### src/rtl/lwram_pkg.sv
// lwram_pkg: shared definitions for the LWRAM responder.
//   lwram_state_e  : controller states (IDLE, BUSY, DONE)
//   LWRAM_ERR_DATA : read data presented after a timed-out access
//   LWRAM_ADDR_W   : default word-address width (A[19:1], 512K x 16)
package lwram_pkg;

    typedef enum logic [1:0] {
        IDLE = 2'd0,
        BUSY = 2'd1,
        DONE = 2'd2
    } lwram_state_e;

    localparam logic [15:0] LWRAM_ERR_DATA = 16'hFFFF;
    localparam int          LWRAM_ADDR_W   = 19;

endpackage

### src/rtl/lwram_rdcache.sv
// lwram_rdcache: one-entry read cache for the LWRAM responder.
// Only built when LWRAM_RDCACHE_EN is defined.
// Ports:
//   CLK, RST_N        : clock, async active-low reset (clears tag, data, valid)
//   lookup_addr       : address compared against the tag -> hit / hit_data
//   fill_en/addr/data : load the entry after a read miss completes
//   merge_en/addr/be/data : write-through byte merge when the address matches
//   inval             : drop the entry (timed-out access)
module lwram_rdcache
    import lwram_pkg::*;
#(
    parameter int ADDR_W = LWRAM_ADDR_W
) (
    input  logic              CLK,
    input  logic              RST_N,
    input  logic [ADDR_W-1:0] lookup_addr,
    output logic              hit,
    output logic [15:0]       hit_data,
    input  logic              fill_en,
    input  logic [ADDR_W-1:0] fill_addr,
    input  logic [15:0]       fill_data,
    input  logic              merge_en,
    input  logic [ADDR_W-1:0] merge_addr,
    input  logic [1:0]        merge_be,
    input  logic [15:0]       merge_data,
    input  logic              inval
);

    logic              valid;
    logic [ADDR_W-1:0] tag;
    logic [15:0]       data;

    assign hit      = valid && (tag == lookup_addr);
    assign hit_data = data;

    always_ff @(posedge CLK or negedge RST_N) begin
        if (!RST_N) begin
            valid <= 1'b0;
            tag   <= '0;
            data  <= '0;
        end else if (inval) begin
            valid <= 1'b0;
        end else if (fill_en) begin
            valid <= 1'b1;
            tag   <= fill_addr;
            data  <= fill_data;
        end else if (merge_en && valid && (tag == merge_addr)) begin
            if (merge_be[1]) data[15:8] <= merge_data[15:8];
            if (merge_be[0]) data[7:0]  <= merge_data[7:0];
        end
    end

endmodule

### src/rtl/lwram_ctrl.sv
// lwram_ctrl: LWRAM bus responder. Turns DCE_N/DOE_N/DWE_N bus accesses into
// single-word req/ack transactions on the memory port and stalls the bus
// through WAIT_N until the data has been delivered.
// Optional build macro: LWRAM_RDCACHE_EN adds a one-entry read cache
// (lwram_rdcache); without it every read goes to memory.
// Ports:
//   CLK, RST_N          : clock, async active-low reset
//   CE_R, CE_F          : rising/falling phase clock enables
//   A, DI, DO           : bus word address, write data, read data
//   DCE_N, DOE_N, DWE_N : chip enable, read strobe, byte write strobes
//   WAIT_N              : bus stall (low = wait)
//   MEM_*               : memory request port (level REQ, one-CLK ACK)
//   ERR                 : sticky timeout flag
//
// state | meaning
// IDLE  | waiting for a read/write strobe edge
// BUSY  | MEM_REQ raised, waiting for MEM_ACK or timeout
// DONE  | data delivered, waiting for the bus strobes to release
module lwram_ctrl
    import lwram_pkg::*;
#(
    parameter int ADDR_W  = LWRAM_ADDR_W,
    parameter int TIMEOUT = 255
) (
    input  logic              CLK,
    input  logic              RST_N,
    input  logic              CE_R,
    input  logic              CE_F,
    input  logic [ADDR_W-1:0] A,
    input  logic [15:0]       DI,
    output logic [15:0]       DO,
    input  logic              DCE_N,
    input  logic              DOE_N,
    input  logic [1:0]        DWE_N,
    output logic              WAIT_N,
    output logic [ADDR_W-1:0] MEM_ADDR,
    output logic [15:0]       MEM_WDATA,
    output logic [1:0]        MEM_BE,
    output logic              MEM_WE,
    output logic              MEM_REQ,
    input  logic              MEM_ACK,
    input  logic [15:0]       MEM_RDATA,
    output logic              ERR
);

    localparam int CNT_W = $clog2(TIMEOUT + 1);

    lwram_state_e     state, state_nxt;
    logic [CNT_W-1:0] cnt;
    logic             doe_n_q, dwe_all_q;
    logic             rd_start, wr_start;
    logic             acc_start, acc_wr, acc_hit, ack_take, tmo, done_exit;
    logic             cache_hit;
    logic [15:0]      cache_data;

    // Strobe edges are detected against the previous CLK, not the CE phases.
    assign rd_start = !DCE_N && !DOE_N && doe_n_q;
    assign wr_start = !DCE_N && (|(~DWE_N)) && dwe_all_q;

    always_ff @(posedge CLK or negedge RST_N) begin
        if (!RST_N) state <= IDLE;
        else        state <= state_nxt;
    end

    always_comb begin
        state_nxt = state;
        acc_start = 1'b0;
        acc_wr    = 1'b0;
        acc_hit   = 1'b0;
        ack_take  = 1'b0;
        tmo       = 1'b0;
        done_exit = 1'b0;
        case (state)
            IDLE: begin
                if (wr_start) begin
                    acc_start = 1'b1;
                    acc_wr    = 1'b1;
                    state_nxt = BUSY;
                end else if (rd_start) begin
                    acc_start = 1'b1;
                    if (cache_hit) begin
                        acc_hit   = 1'b1;
                        state_nxt = DONE;
                    end else begin
                        state_nxt = BUSY;
                    end
                end
            end
            BUSY: begin
                if (MEM_ACK) begin
                    ack_take  = 1'b1;
                    state_nxt = DONE;
                end else if (CE_R && (cnt == CNT_W'(TIMEOUT - 1))) begin
                    tmo       = 1'b1;
                    state_nxt = DONE;
                end
            end
            DONE: begin
                if (DOE_N && (&DWE_N)) begin
                    done_exit = 1'b1;
                    state_nxt = IDLE;
                end
            end
            default: state_nxt = IDLE;
        endcase
    end

    always_ff @(posedge CLK or negedge RST_N) begin
        if (!RST_N) begin
            DO        <= '0;
            WAIT_N    <= 1'b1;
            MEM_REQ   <= 1'b0;
            MEM_WE    <= 1'b0;
            MEM_BE    <= 2'b00;
            MEM_ADDR  <= '0;
            MEM_WDATA <= '0;
            ERR       <= 1'b0;
            cnt       <= '0;
            doe_n_q   <= 1'b1;
            dwe_all_q <= 1'b1;
        end else begin
            doe_n_q   <= DOE_N;
            dwe_all_q <= &DWE_N;

            // A strobe released before the first CE_F in DONE still leaves
            // WAIT_N low, so the release also applies in IDLE; a new start
            // below overrides it.
            if ((state != BUSY) && CE_F) WAIT_N <= 1'b1;

            if (acc_start) begin
                MEM_ADDR  <= A;
                MEM_WDATA <= DI;
                MEM_BE    <= acc_wr ? ~DWE_N : 2'b11;
                MEM_WE    <= acc_wr;
                if (acc_hit) begin
                    DO <= cache_data;
                end else begin
                    MEM_REQ <= 1'b1;
                    WAIT_N  <= 1'b0;
                end
            end

            if ((state == BUSY) && CE_R && !ack_take) cnt <= cnt + 1'b1;

            if (ack_take) begin
                MEM_REQ <= 1'b0;
                if (!MEM_WE) DO <= MEM_RDATA;
            end

            if (tmo) begin
                MEM_REQ <= 1'b0;
                DO      <= LWRAM_ERR_DATA;
                ERR     <= 1'b1;
            end

            if (done_exit) cnt <= '0;
        end
    end

`ifdef LWRAM_RDCACHE_EN
    lwram_rdcache #(.ADDR_W(ADDR_W)) u_rdcache (
        .CLK        (CLK),
        .RST_N      (RST_N),
        .lookup_addr(A),
        .hit        (cache_hit),
        .hit_data   (cache_data),
        .fill_en    (ack_take && !MEM_WE),
        .fill_addr  (MEM_ADDR),
        .fill_data  (MEM_RDATA),
        .merge_en   (acc_start && acc_wr),
        .merge_addr (A),
        .merge_be   (~DWE_N),
        .merge_data (DI),
        .inval      (tmo)
    );
`else
    assign cache_hit  = 1'b0;
    assign cache_data = 16'h0000;
`endif

endmodule

### config.mk
export PLATFORM = sky130hd
export DESIGN_NAME = lwram_ctrl
export DESIGN_NICKNAME = d
export VERILOG_FILES = /design/src/rtl/lwram_pkg.sv /design/src/rtl/lwram_rdcache.sv /design/src/rtl/lwram_ctrl.sv
export SDC_FILE = /design/constraint.sdc
export NUM_CORES = 1
export LEC_CHECK = 0
export CAP_MARGIN = 20
export CORE_ASPECT_RATIO = 1.75
export CORE_MARGIN = 8
export CORE_UTILIZATION = 40
export DETAILED_ROUTE_END_ITERATION = 7
export GPL_TIMING_DRIVEN = 0
export PLACE_DENSITY = 0.79
export SLEW_MARGIN = 20
export SYNTH_ARGS = -nofsm -noshare
export SYNTH_HDL_FRONTEND = slang
export SYNTH_SLANG_ARGS = --single-unit
### constraint.sdc
create_clock -name CLK -period 2.45 [get_ports CLK]
set_input_delay 0.3675 -clock CLK [delete_from_list [all_inputs] [get_ports CLK]]
set_output_delay 0.3675 -clock CLK [all_outputs]
set_load 0.01 [all_outputs]
==> results_tabular.tex, run 1 <==
\begin{tabular}{lr}
\hline
Metric & Value \\
\hline
\multicolumn{2}{l}{\textbf{Critical path}} \\
\quad Critical path, cell by cell & clkdlybuf4s50\_1 -> a21bo\_1 -> a2111oi\_4 -> buf\_4 -> buf\_6 -> mux2\_1 \\
\quad Maximum fanout count along the critical path & 10 \\
\quad Arrival time at the worst endpoint & 2.24 ns \\
\quad Path type of the worst setup path & in2reg \\
\quad Max stage delay on crit path & 0.48 ns \\
\quad Depth of the most critical reg-to-reg path & 5 \\
\quad Data required time at the worst endpoint & 2.65 ns \\
\quad Setup crit end kind & flop \\
\quad Slowest CP cell & clkdlybuf4s50\_1 \\
\quad Setup crit start kind & input pin \\
\quad Reg-to-reg startpoint & dwe\_all\_q \\
\quad R2R Path End & MEM\_ADDR[15] \\
\quad R2R Setup Slk & 0.46 ns \\
\multicolumn{2}{l}{\textbf{Floorplanning}} \\
\quad Die outline height & between 100 and 150 µm \\
\quad Die outline area & just over 10000 µm² \\
\quad Starting density of the core & 41.2\% \\
\quad Chip Width & $\sim$80 µm \\
\quad Area of the placeable core & 6910 µm² \\
\quad Boundary Pins & 117 \\
\quad Number of core rows & 40 \\
\multicolumn{2}{l}{\textbf{Clock network}} \\
\quad Bufs on Longest Clock Path & 2 \\
\quad CTS H-Tree Depth & 3 \\
\quad CTS tree & done \\
\quad Post-CTS setup buffer count & 0 \\
\quad Clock-pin slew on the worst setup and hold paths & 0.06 ns \\
\quad Root buffer cell & clkbuf\_16 \\
\quad Clock latency at the later pin of the worst-skew pair & 0.33 ns \\
\quad Clk sinks & between 60 and 70 \\
\quad Clock buffer count from CTS & 9 \\
\multicolumn{2}{l}{\textbf{Timing}} \\
\quad Total negative slack for setup checks & 0 ns \\
\quad Period utilisation layout & between 80\% and 90\% \\
\quad Worst Max-Slew Pin Slew & 0.498 ns \\
\quad Number of max-slew violations in the final report & 0 \\
\quad Tightest slew margin relative to the limit & between 60\% and 70\% \\
\quad Final Hold Fails & 0 \\
\quad RSZ-0062 raised after global routing & false \\
\quad Clock Skew & between 0.005 and 0.006 ns \\
\quad Final worst slack & $\sim$0.42 ns \\
\quad Post-layout minimum cycle time & 2.03 ns \\
\quad Maximum clock frequency & 0.492 GHz \\
\quad Final setup violation count & 0 \\
\multicolumn{2}{l}{\textbf{Routing}} \\
\quad Sum of routed wire segments on met1 & 2.72 mm \\
\quad Routed length on met3 & 446 µm \\
\quad Number of DRC markers after the initial detailed-route iteration & 70 \\
\quad DRT Wirelength & around 7.7 mm \\
\quad Iteration count of the initial detailed-routing pass & 4 \\
\quad DR top layer & met4 \\
\quad DRC violation count after routing & 0 \\
\quad Mean routed wirelength per cell & 17.4 µm \\
\quad Vias per cell & 5.00 \\
\quad Overall via count from detail\_route & roughly 2200 \\
\quad Post-route antenna net violation count & 0 \\
\quad Detail Route met2 WL & 4.30 mm \\
\multicolumn{2}{l}{\textbf{Min path}} \\
\quad Hold Crit Class & in2async \\
\multicolumn{2}{l}{\textbf{Logic synthesis}} \\
\quad Dominant combinational cell family by area after synthesis & simple AND/OR/NAND/NOR gates \\
\quad Synthesis Warnings & 0 \\
\quad Post-synthesis instance total & 222 \\
\quad Simple-gate portion of the synthesized area & 15.0\% \\
\quad Total nets after synthesis & roughly 280 \\
\quad Post-synthesis instance area & 2850 µm² \\
\quad Synth unique cells & 37 \\
\quad Multiplexer fraction of the synthesized cell area & between 10\% and 20\% \\
\quad Mean Syn Cell Area & about 13 µm² \\
\quad Fraction of the mapped netlist area in compound gates & 6.24\% \\
\quad Fraction of the yosys area taken by sequential cells & 60.7\% \\
\quad Yosys reg bits & 69 \\
\quad Synth Area in Adders & 0.878\% \\
\quad Xor/xnor cell area share of the yosys netlist & less than 1\% \\
\multicolumn{2}{l}{\textbf{Pwr}} \\
\quad Static leakage & a little under 2 nW \\
\quad IR drop worst, VDD & $\sim$720 µV \\
\quad Overall power consumption & 0.00516 W \\
\quad PwrDens & between 1000 and 1500 nW/µm² \\
\multicolumn{2}{l}{\textbf{Placement}} \\
\quad Placer's final routability congestion estimate & roughly 0.79 \\
\quad HPWL reported at the end of detailed placement & a little under 6 mm \\
\quad IO Port Bufs & 116 \\
\quad Pre-CTS WS & approximately 0.076 ns \\
\quad Number of placed instances with taps included & 423 \\
\multicolumn{2}{l}{\textbf{Status}} \\
\quad Status & completed \\
\multicolumn{2}{l}{\textbf{Layout}} \\
\quad Layout cell share with drive strength beyond 1 & 15.4\% \\
\quad Final Net Count & roughly 410 \\
\quad Utilization of the core after routing & 64.4\% \\
\quad Multi-input gate area in the final layout & $\sim$1000 µm² \\
\quad Register cell area after layout & 1730 µm² \\
\quad Diodes inserted & 0 \\
\quad Commonest cells after routing, fill and taps aside & 115 x clkdlybuf4s50\_1, 66 x dfrtp\_1, 35 x nand2\_1 \\
\quad Fillers & between 500 and 600 \\
\quad Most common cell after layout, fill and taps aside & clkdlybuf4s50\_1 \\
\quad Area added between synthesis and finish & 56.1\% \\
\quad Count of placed standard cells in the final layout, fillers left out & 440 \\
\multicolumn{2}{l}{\textbf{GRT}} \\
\quad Number of global-route vias before repair & 2416 \\
\quad All-layer global routing usage & around 16\% \\
\quad Antenna violations before repair & 0 \\
\quad First-pass GRT wire length & roughly 13 mm \\
\quad Total congestion overflow & 0 \\
\quad Pin count of the biggest net entering global routing & 55 \\
\multicolumn{2}{l}{\textbf{Run}} \\
\quad Max Cap Violations & 0 \\
\hline
\end{tabular}
[per-layer routing]
layer	track usage, %	vias up
met3	5.69	13
met4	7.44	0
met1	16.7	1089
met2	28.1	66
li1	-	1033
met5	0	-
[synth_stat cells]
cell	number	area share (%)
nor2_1	4	0.53
nand4bb_1	2	0.79
a21o_1	1	0.26
mux2_2	15	5.9
o21ba_2	1	0.35
a21bo_1	1	0.35
clkbuf_1	5	0.66
a2bb2oi_1	2	0.61
mux2_1	20	7.9
nor3_1	1	0.18
nand2_1	35	4.6
mux2i_1	1	0.35
buf_6	2	0.79
or4_1	3	0.79
inv_1	3	0.40
a2111o_1	1	0.40
dfrtp_1	66	58
o22a_1	1	0.31
a2111oi_4	1	0.97
nor4_1	1	0.22
nand3_1	10	1.8
nand2b_1	3	0.66
buf_4	1	0.26
a21oi_1	6	1.1
nand2b_2	1	0.31
buf_2	3	0.53
nand4_1	2	0.44
o31ai_1	3	0.79
dfstp_2	3	2.8
xnor2_1	1	0.31
o21ai_0	4	0.70
o22ai_1	2	0.44
nand3_2	10	3.5
and2_1	1	0.22
nor4bb_1	1	0.35
or3_1	3	0.66
ha_1	2	0.88
[state kept, by name, indices dropped and copies added, names as in the netlist]
name	flops
MEM_WDATA	16
cnt	8
state	2
MEM_WE	1
MEM_BE	2
doe_n_q	1
WAIT_N	1
MEM_ADDR	19
ERR	1
MEM_REQ	1
DO	16
dwe_all_q	1
[cell type report]
cell class / instances / share of cell area [%]
clock inverter: 3 / 0.394
multi-input combinational: 139 / 23.5
clock buffer: 13 / 6.30
timing repair buffer: 118 / 26.9
inverter: 3 / 0.253
sequential: 69 / 38.9
buffer: 11 / 1.43
tap: 84 / 2.36
[logic make-up after synthesis]
logic type / Yosys count
and+or+nand+nor: 77
DFF: 69
muxes: 36
AOI/OAI and AO/OA: 23
buffers and inverters: 14
adders and majority gates: 2
xor gates and xnor gates: 1
[per-stage QoR]
stage	hold slack (ns)	cell area [µm²]
after detailed placement	0.256	4140
final	0.452	4450
after floorplan	0.0719	2850
after CTS	0.452	4450
after global placement	0.454	4120
after global routing	0.477	4450
[worst max-delay path: cells and delay by family]
family | cells | cell delay [ns]
buffers and inverters | 3 | 0.92
AOI/OAI and AO/OA | 2 | 0.62
muxes | 1 | 0.33
[where the power goes]
part	leakage [nW]	internal, W	switching [W]	total (W)
Clock	0.148	0.000791	0.000464	0.00126
Combinational	0.940	0.00121	0.000781	0.00199
Sequential	0.839	0.00163	0.000276	0.00191
[worst max-delay path by stage]
stage                    from            to  slack (ns)  depth (start not counted)
floorplan           dwe_all_q  MEM_ADDR[14]        0.62                          5
global placement        RST_N           ERR       -1.37                          1
detailed placement      DOE_N  MEM_ADDR[15]        0.08                          6
CTS                     DOE_N  MEM_ADDR[15]        0.41                          6
global route          MEM_ACK         DO[8]        0.31                          6
finish               DWE_N[0]  MEM_ADDR[15]        0.42                          6
[repair_timing]
action,CTS,global route
hold buffers,1,0
gates resized for setup,0,0
endpoints found under the hold margin,15,0
No activity file was read; power rests on OpenSTA's default activity.
==> run 2: changes to the inputs <==
- CORE_UTILIZATION: 40 -> 39
- PLACE_DENSITY: 0.79 -> 0.81
- clock period: 2.45 -> 1.75 ns (I/O delays scaled with it)
==> results_tabular.tex, run 2 (same netlist as run 1, synthesis figures left out) <==
\begin{tabular}{lr}
\hline
Metric & Value \\
\hline
\multicolumn{2}{l}{\textbf{Layout}} \\
\quad Commonest cells after routing, fill and taps aside & 115 x clkdlybuf4s50\_1, 65 x dfrtp\_1, 35 x nand2\_1 (was 115 x clkdlybuf4s50\_1, 66 x dfrtp\_1, 35 x nand2\_1) \\
\quad Top reg by flops & MEM\_ADDR (unchanged) \\
\quad Largest registers & MEM\_ADDR x19, DO x16, MEM\_WDATA x16 (unchanged) \\
\quad Diodes inserted & 0 (unchanged) \\
\quad Fillers & 535 (was 553) \\
\quad Layout cell share with drive strength beyond 1 & 25.5\% (was 15.4\%) \\
\quad Final Net Count & 426 (was 413) \\
\quad Flip-flop count of the largest register, all copies and words added & 19 (unchanged) \\
\quad Most common cell after layout, fill and taps aside & clkdlybuf4s50\_1 (unchanged) \\
\quad Area added between synthesis and finish & 67.2\% (was 56.1\%) \\
\quad Area of all placed cells without fillers & 4760 µm² (was 4450 µm²) \\
\multicolumn{2}{l}{\textbf{Clock network}} \\
\quad Clock-pin slew on the worst setup and hold paths & 0.06 ns (about the same) \\
\quad CTS tree & done (unchanged) \\
\quad Clock latency at the later pin of the worst-skew pair & 0.33 ns (about the same) \\
\quad CTS H-Tree Depth & 3 (unchanged) \\
\quad Clock buffer count from CTS & 9 (unchanged) \\
\quad Bufs on Longest Clock Path & 2 (unchanged) \\
\quad Clk sinks & 69 (unchanged) \\
\quad Root buffer cell & clkbuf\_16 (unchanged) \\
\multicolumn{2}{l}{\textbf{Timing}} \\
\quad Final setup violation count & 35 (was 0) \\
\quad Final worst slack & -0.134 ns (was 0.417 ns) \\
\quad Worst Max-Slew Pin Slew & 0.707 ns (was 0.498 ns) \\
\quad Tightest slew margin relative to the limit & 52.4\% (was 66.5\%) \\
\quad Maximum clock frequency & 0.531 GHz \\
\quad Number of max-slew violations in the final report & 0 (unchanged) \\
\quad Final Hold Fails & 0 (unchanged) \\
\quad Post-layout minimum cycle time & approximately 1.9 ns \\
\quad RSZ-0062 raised after global routing & true (was false) \\
\quad Period utilisation layout & 108\% \\
\quad Clock Skew & 0.00562 ns (was 0.00594 ns) \\
\multicolumn{2}{l}{\textbf{GRT}} \\
\quad All-layer global routing usage & 15.6\% (was 16.2\%) \\
\quad Number of global-route vias before repair & 2407 (was 2416) \\
\quad Pin count of the biggest net entering global routing & 49 (was 55) \\
\quad Total congestion overflow & 0 (unchanged) \\
\quad First-pass GRT wire length & 12.4 mm (was 12.7 mm) \\
\quad Antenna violations before repair & 0 (unchanged) \\
\multicolumn{2}{l}{\textbf{Critical path}} \\
\quad Cell seen most often among critical-path stages & buf\_6 \\
\quad Setup crit start kind & flop (was input pin) \\
\quad Depth of the most critical reg-to-reg path & 6 (was 5) \\
\quad Setup crit end kind & flop (unchanged) \\
\quad Data required time at the worst endpoint & 1.96 ns (was 2.65 ns) \\
\quad Path type of the worst setup path & reg2reg (was in2reg) \\
\quad Arrival time at the worst endpoint & 2.10 ns (was 2.24 ns) \\
\quad Reg-to-reg startpoint & dwe\_all\_q (unchanged) \\
\quad Max stage delay on crit path & 0.51 ns (was 0.48 ns) \\
\quad Maximum fanout count along the critical path & 9 (was 10) \\
\quad Largest delay contributor family on the critical path & compound AO/OA/AOI/OAI gates (was buffers and inverters) \\
\quad R2R Setup Slk & -0.13 ns (was 0.46 ns) \\
\quad R2R Path End & MEM\_WDATA[6] (was MEM\_ADDR[15]) \\
\quad Slowest CP cell & dfstp\_2 (was clkdlybuf4s50\_1) \\
\quad Critical path, cell by cell & a21bo\_4 -> a2111oi\_4 -> buf\_6 -> buf\_6 -> buf\_12 -> mux2\_2 (was clkdlybuf4s50\_1 -> a21bo\_1 -> a2111oi\_4 -> buf\_4 -> buf\_6 -> mux2\_1) \\
\quad Critical path buffer and inverter count & 3 (unchanged) \\
\multicolumn{2}{l}{\textbf{Pwr}} \\
\quad Overall power consumption & 0.00780 W (was 0.00516 W) \\
\quad Static leakage & 2.11 nW (was 1.93 nW) \\
\quad PwrDens & 1640 nW/µm² (was 1160 nW/µm²) \\
\quad IR drop worst, VDD & 999 µV (was 716 µV) \\
\multicolumn{2}{l}{\textbf{Routing}} \\
\quad Number of DRC markers after the initial detailed-route iteration & 128 (was 70) \\
\quad Iteration count of the initial detailed-routing pass & 4 (unchanged) \\
\quad Vias per cell & 4.99 (was 5.00) \\
\quad DRC violation count after routing & 0 (unchanged) \\
\quad Overall via count from detail\_route & 2272 (was 2201) \\
\quad Mean routed wirelength per cell & 18.0 µm (was 17.4 µm) \\
\quad DRT Wirelength & 8.20 mm (was 7.67 mm) \\
\quad Post-route antenna net violation count & 0 (unchanged) \\
\multicolumn{2}{l}{\textbf{Status}} \\
\quad Status & finished with violations (was completed) \\
\quad Violations in the final reports & setup timing \\
\multicolumn{2}{l}{\textbf{Placement}} \\
\quad IO Port Bufs & 116 (unchanged) \\
\quad HPWL reported at the end of detailed placement & 5.72 mm (was 5.86 mm) \\
\quad Post-place instance area & 4150 µm² (was 4140 µm²) \\
\quad Placer's final routability congestion estimate & 0.826 (was 0.786) \\
\multicolumn{2}{l}{\textbf{Floorplanning}} \\
\quad Area of the placeable core & 7130 µm² (was 6910 µm²) \\
\quad Chip Width & 80.6 µm (was 79.8 µm) \\
\quad Die outline height & 129 µm (was 128 µm) \\
\quad Number of core rows & 41 (was 40) \\
\quad Boundary Pins & 117 (unchanged) \\
\quad Starting density of the core & 40.0\% (was 41.2\%) \\
\quad Die outline area & 10400 µm² (was 10200 µm²) \\
\multicolumn{2}{l}{\textbf{Run}} \\
\quad Max Cap Violations & 0 (unchanged) \\
\multicolumn{2}{l}{\textbf{Min path}} \\
\quad Hold Crit Class & in2async (unchanged) \\
\hline
\end{tabular}
==> run 2: cell types whose count changed in the layout (fill, tap and decap cells not counted), sizes merged <==
cell	previous run	this run
clkinv	2	1
clkbuf	18	19
bufinv	0	1
buf	8	20
==> run 2: worst max-delay path by stage <==
stage	from	to	slack, ns	depth (start not counted)
4_1_cts	dwe_all_q	MEM_WDATA[4]	-0.12	5
2_1_floorplan	dwe_all_q	MEM_ADDR[14]	-0.05	5
5_1_grt	dwe_all_q	MEM_WDATA[4]	-0.18	6
3_5_place_dp	DWE_N[1]	MEM_WDATA[15]	-0.43	6
3_3_place_gp	RST_N	DO[11]	-1.90	1
6_report	dwe_all_q	MEM_WDATA[6]	-0.13	6
==> run 2: power by group <==
part | switching (W) | internal, W | total (W)
registers | 0.000423 | 0.00229 | 0.00271
logic | 0.00117 | 0.00205 | 0.00322
clock network | 0.000648 | 0.00122 | 0.00187
total | 0.00224 | 0.00556 | 0.00780
==> run 2: area by class of cell <==
cell class / count / area, µm² / share of cell area [%]
sequential: 69 / 1730 / 36.3
timing repair buffer: 131 / 1340 / 28.1
multi-input combinational: 139 / 1170 / 24.6
clock buffer: 13 / 270 / 5.67
tap: 86 / 108 / 2.26
buffer: 11 / 91.3 / 1.92
clock inverter: 3 / 42.5 / 0.893
inverter: 3 / 11.3 / 0.236
==> run 2: metrics by stage <==
step	util, %	TNS (ns)	hold slack [ns]	worst slack (ns)	instances
after detailed placement	58.2	-17.82	0.182	-0.429	425
final	66.8	-3.61	0.374	-0.134	455
after global placement	57.9	-145.92	0.454	-1.90	424
after CTS	64.0	-3.36	0.378	-0.116	446
after global routing	66.8	-5.05	0.416	-0.179	455
after floorplan	-	-0.763	-0.0331	-0.0478	222
==> run 2: per-layer routing <==
metal | wire (µm) | global-route usage, % | up-vias
li1 | - | - | 1063
met1 | 2950 | 16.1 | 1140
met3 | 431 | 4.44 | 10
met5 | 0 | 0 | -
met4 | 182 | 8.84 | 0
met2 | 4640 | 27.1 | 59
==> run 2: repair_timing <==
action / 4_1_cts / 5_1_grt
setup endpoints to repair: 39 / 50
gates cloned: 0 / 2
endpoints found under the hold margin: 21 / 0
buffers inserted: 4 / 7
hold buffers: 1 / 0
resized for setup: 13 / 34
==> run 3: changes to the inputs <==
- ABC_AREA: not set -> 1
- ABC_CLOCK_PERIOD_IN_PS: not set -> 1750
- CORE_UTILIZATION: 39 -> 40
==> results_tabular.tex, run 3 <==
\begin{tabular}{lr}
\hline
Metric & Value \\
\hline
\multicolumn{2}{l}{\textbf{Logic synthesis}} \\
\quad Main synth FF type & dfrtp\_1 (unchanged) \\
\quad Async SR Flop Fraction & 100\% (unchanged) \\
\quad Mean Syn Cell Area & 8.35 µm² (was 12.8 µm²) \\
\quad Biggest area consumer among synthesized cells & dfrtp\_1 (unchanged) \\
\quad Synth unique cells & 25 (was 37) \\
\quad Post-synthesis instance total & 368 (was 222) \\
\quad Post-synthesis instance area & 3070 µm² (was 2850 µm²) \\
\quad Most common library cells after synthesis & 145 x nand2\_1, 66 x dfrtp\_1, 62 x nand3\_1, 33 x inv\_1, 12 x buf\_2 (was 66 x dfrtp\_1, 35 x nand2\_1, 20 x mux2\_1, 15 x mux2\_2) \\
\quad Post-synth top area share & 53.8\% (was 58.0\%) \\
\quad Fraction of the yosys area taken by sequential cells & 56.3\% (was 60.7\%) \\
\quad Synthesis Warnings & 0 (unchanged) \\
\quad Total nets after synthesis & 430 (was 284) \\
\quad Yosys reg bits & 69 (unchanged) \\
\quad Most common cell in the netlist & nand2\_1 (was dfrtp\_1) \\
\quad Number of enable-type register cells in the synthesized netlist & 0 (unchanged) \\
\quad Biggest area contributors in the synthesized netlist & dfrtp\_1 54\%, nand2\_1 18\%, nand3\_1 10\% (was dfrtp\_1 58\%, mux2\_1 7.9\%, mux2\_2 5.9\%) \\
\multicolumn{2}{l}{\textbf{Critical path}} \\
\quad Maximum fanout count along the critical path & 2 (was 9) \\
\quad Setup crit start kind & flop (unchanged) \\
\quad Critical path, cell by cell & clkdlybuf4s50\_1 (was a21bo\_4 -> a2111oi\_4 -> buf\_6 -> buf\_6 -> buf\_12 -> mux2\_2) \\
\quad Reg-to-reg startpoint & cnt[0] (was dwe\_all\_q) \\
\quad R2R Path End & DO[6] (was MEM\_WDATA[6]) \\
\quad Setup crit end kind & output pin (was flop) \\
\quad R2R Setup Slk & 0.13 ns (was -0.13 ns) \\
\quad Slowest CP cell & dfstp\_2 (unchanged) \\
\quad Path type of the worst setup path & reg2out (was reg2reg) \\
\quad Arrival time at the worst endpoint & 1.39 ns (was 2.10 ns) \\
\quad Critical path buffer and inverter count & 1 (was 3) \\
\quad Max stage delay on crit path & 0.53 ns (was 0.51 ns) \\
\quad Data required time at the worst endpoint & 1.49 ns (was 1.96 ns) \\
\quad Largest delay contributor family on the critical path & flip-flops (was compound AO/OA/AOI/OAI gates) \\
\quad Depth of the most critical reg-to-reg path & 9 (was 6) \\
\multicolumn{2}{l}{\textbf{Placement}} \\
\quad Post-place instance area & 4360 µm² (was 4150 µm²) \\
\quad Placer's final routability congestion estimate & 0.822 (was 0.826) \\
\quad Number of placed instances with taps included & 573 (was 425) \\
\quad HPWL reported at the end of detailed placement & 6.99 mm (was 5.72 mm) \\
\quad IO Port Bufs & 116 (unchanged) \\
\quad Pre-CTS WS & -0.0914 ns (was -0.429 ns) \\
\multicolumn{2}{l}{\textbf{Routing}} \\
\quad Post-route antenna net violation count & 0 (unchanged) \\
\quad DRC violation count after routing & 0 (unchanged) \\
\quad DRT Wirelength & 9.08 mm (was 8.20 mm) \\
\quad Number of DRC markers after the initial detailed-route iteration & 154 (was 128) \\
\quad Vias per cell & 5.02 (was 4.99) \\
\quad Overall via count from detail\_route & 2949 (was 2272) \\
\quad Iteration count of the initial detailed-routing pass & 4 (unchanged) \\
\quad Mean routed wirelength per cell & 15.4 µm (was 18.0 µm) \\
\multicolumn{2}{l}{\textbf{Layout}} \\
\quad Diodes inserted & 0 (unchanged) \\
\quad Most common cell after layout, fill and taps aside & nand2\_1 (was clkdlybuf4s50\_1) \\
\quad Final Net Count & 558 (was 426) \\
\quad Top reg by flops & MEM\_ADDR (unchanged) \\
\quad Utilization of the core after routing & 61.8\% (was 66.8\%) \\
\quad Flip-flop count of the largest register, all copies and words added & 19 (unchanged) \\
\quad Area of all placed cells without fillers & 4640 µm² (was 4760 µm²) \\
\quad Count of placed standard cells in the final layout, fillers left out & 588 (was 455) \\
\quad Area added between synthesis and finish & 51.2\% (was 67.2\%) \\
\quad Layout cell share with drive strength beyond 1 & 8.00\% (was 25.5\%) \\
\quad Commonest cells after routing, fill and taps aside & 145 x nand2\_1, 115 x clkdlybuf4s50\_1, 66 x dfrtp\_1 (was 115 x clkdlybuf4s50\_1, 65 x dfrtp\_1, 35 x nand2\_1) \\
\quad Largest registers & MEM\_ADDR x19, DO x16, MEM\_WDATA x16 (unchanged) \\
\multicolumn{2}{l}{\textbf{GRT}} \\
\quad M3 GR Usage & 4.37\% (was 4.44\%) \\
\quad Total congestion overflow & 0 (unchanged) \\
\quad Number of global-route vias before repair & 2955 (was 2407) \\
\quad Met2 Track Usage GR & 30.6\% (was 27.1\%) \\
\quad Global routing usage on met1 & 18.1\% (was 16.1\%) \\
\quad All-layer global routing usage & 17.5\% (was 15.6\%) \\
\quad GRT Max-Usage Layer & met2 (unchanged) \\
\quad Antenna violations before repair & 0 (unchanged) \\
\quad Pin count of the biggest net entering global routing & 41 (was 49) \\
\quad First-pass GRT wire length & 14.7 mm (was 12.4 mm) \\
\multicolumn{2}{l}{\textbf{Run}} \\
\quad Max Cap Violations & 0 (unchanged) \\
\multicolumn{2}{l}{\textbf{Clock network}} \\
\quad Cts repair resizes & 0 (was 13) \\
\quad CTS tree & done (unchanged) \\
\quad Root buffer cell & clkbuf\_16 (unchanged) \\
\quad Post-CTS setup buffer count & 0 (was 4) \\
\quad Clock latency at the later pin of the worst-skew pair & 0.33 ns (about the same) \\
\quad Clock buffer count from CTS & 9 (unchanged) \\
\quad Bufs on Longest Clock Path & 2 (unchanged) \\
\quad Clk sinks & 69 (unchanged) \\
\quad Clock-pin slew on the worst setup and hold paths & 0.05 ns (was 0.06 ns) \\
\quad CTS H-Tree Depth & 3 (unchanged) \\
\multicolumn{2}{l}{\textbf{Floorplanning}} \\
\quad Boundary Pins & 117 (unchanged) \\
\quad Starting density of the core & 40.9\% (was 40.0\%) \\
\quad Number of core rows & 42 (was 41) \\
\quad Die outline area & 10900 µm² (was 10400 µm²) \\
\quad Chip Width & 82.2 µm (was 80.6 µm) \\
\quad Die outline height & 132 µm (was 129 µm) \\
\quad Area of the placeable core & 7510 µm² (was 7130 µm²) \\
\multicolumn{2}{l}{\textbf{Timing}} \\
\quad Final Hold Fails & 0 (unchanged) \\
\quad Final worst slack & 0.0984 ns (was -0.134 ns) \\
\quad Period utilisation layout & 94.4\% (was 108\%) \\
\quad Worst Max-Slew Pin Slew & 0.630 ns (was 0.707 ns) \\
\quad Final hold slack & 0.405 ns (was 0.374 ns) \\
\quad Number of max-slew violations in the final report & 0 (unchanged) \\
\quad Final setup violation count & 0 (was 35) \\
\quad Clock Skew & 0.00664 ns (was 0.00562 ns) \\
\quad Post-layout minimum cycle time & 1.65 ns (was 1.88 ns) \\
\quad RSZ-0062 raised after global routing & false (was true) \\
\quad Maximum clock frequency & 0.605 GHz (was 0.531 GHz) \\
\quad Tightest slew margin relative to the limit & 57.7\% (was 52.4\%) \\
\multicolumn{2}{l}{\textbf{Min path}} \\
\quad Hold Crit Endpoint & doe\_n\_q \\
\quad Hold Crit Class & in2reg (was in2async) \\
\quad Number of cells on the worst hold path & 1 \\
\quad Worst hold start & DOE\_N \\
\multicolumn{2}{l}{\textbf{Pwr}} \\
\quad IR drop worst, VDD & 889 µV (was 999 µV) \\
\quad Static leakage & 2.35 nW (was 2.11 nW) \\
\quad PwrDens & 1580 nW/µm² (was 1640 nW/µm²) \\
\multicolumn{2}{l}{\textbf{Status}} \\
\quad Status & completed (was finished with violations) \\
\hline
\end{tabular}
## run 3: cell types whose count changed in the layout (fill, tap and decap cells not counted), sizes merged, moves of 3 or more
cell,delta
nand2,+115
or3,-3
mux2,-35
or4,-3
inv,+30
buf,-5
o31ai,-3
nand2b,-4
nand3,+43
nor2,+5
a21oi,+3
## run 3: what timing repair did
| action | CTS | global route |
|---|---|---|
| setup endpoints to repair | 0 | 9 |
| hold endpoints to repair | 29 | 0 |
| hold buffers | 1 | 0 |
## run 3: worst max path at each step
stage	from	to	slack, ns	cells after the start
2_1_floorplan	cnt[0]	DO[10]	0.32	10
3_3_place_gp	RST_N	cnt[6]	-1.85	1
3_5_place_dp	DWE_N[0]	state[0]	-0.09	8
4_1_cts	WAIT_N	WAIT_N	0.08	1
5_1_grt	cnt[0]	DO[10]	0.006	9
6_report	WAIT_N	WAIT_N	0.1	1
## run 3: layout make-up
class	instances	area (µm²)
fill	652	2870
sequential	69	1730
clock inverter	1	5.00
multi-input combinational	249	1130
tap	88	110
inverter	33	124
clock buffer	14	274
buffer	16	81.3
timing repair buffer	118	1190
## run 3: layer usage
| layer | routed length (µm) | vias up |
|---|---|---|
| met2 | 4940 | 99 |
| met5 | 0 | - |
| met3 | 591 | 21 |
| met4 | 337 | 0 |
| li1 | - | 1421 |
| met1 | 3200 | 1408 |
## run 3: power by group
part / leakage [nW] / internal [W] / switching, W
clock network: 0.139 / 0.00106 / 0.000617
registers: 0.851 / 0.00228 / 0.000415
logic: 1.36 / 0.00153 / 0.00144
## run 3: through the flow
step                power (W)  TNS [ns]
floorplan             0.00392         0
detailed placement    0.00572     -1.56
global placement      0.00559   -126.04
CTS                   0.00744         0
finish                0.00734         0
global route          0.00782         0
## run 3: cell families after synthesis
group,share of synthesized area (%)
buffers and inverters,6.84
and+or+nand+nor,32.6
xor gates and xnor gates,0.285
DFF,56.3
adders and majority gates,0.815
AOI/OAI and AO/OA,3.14
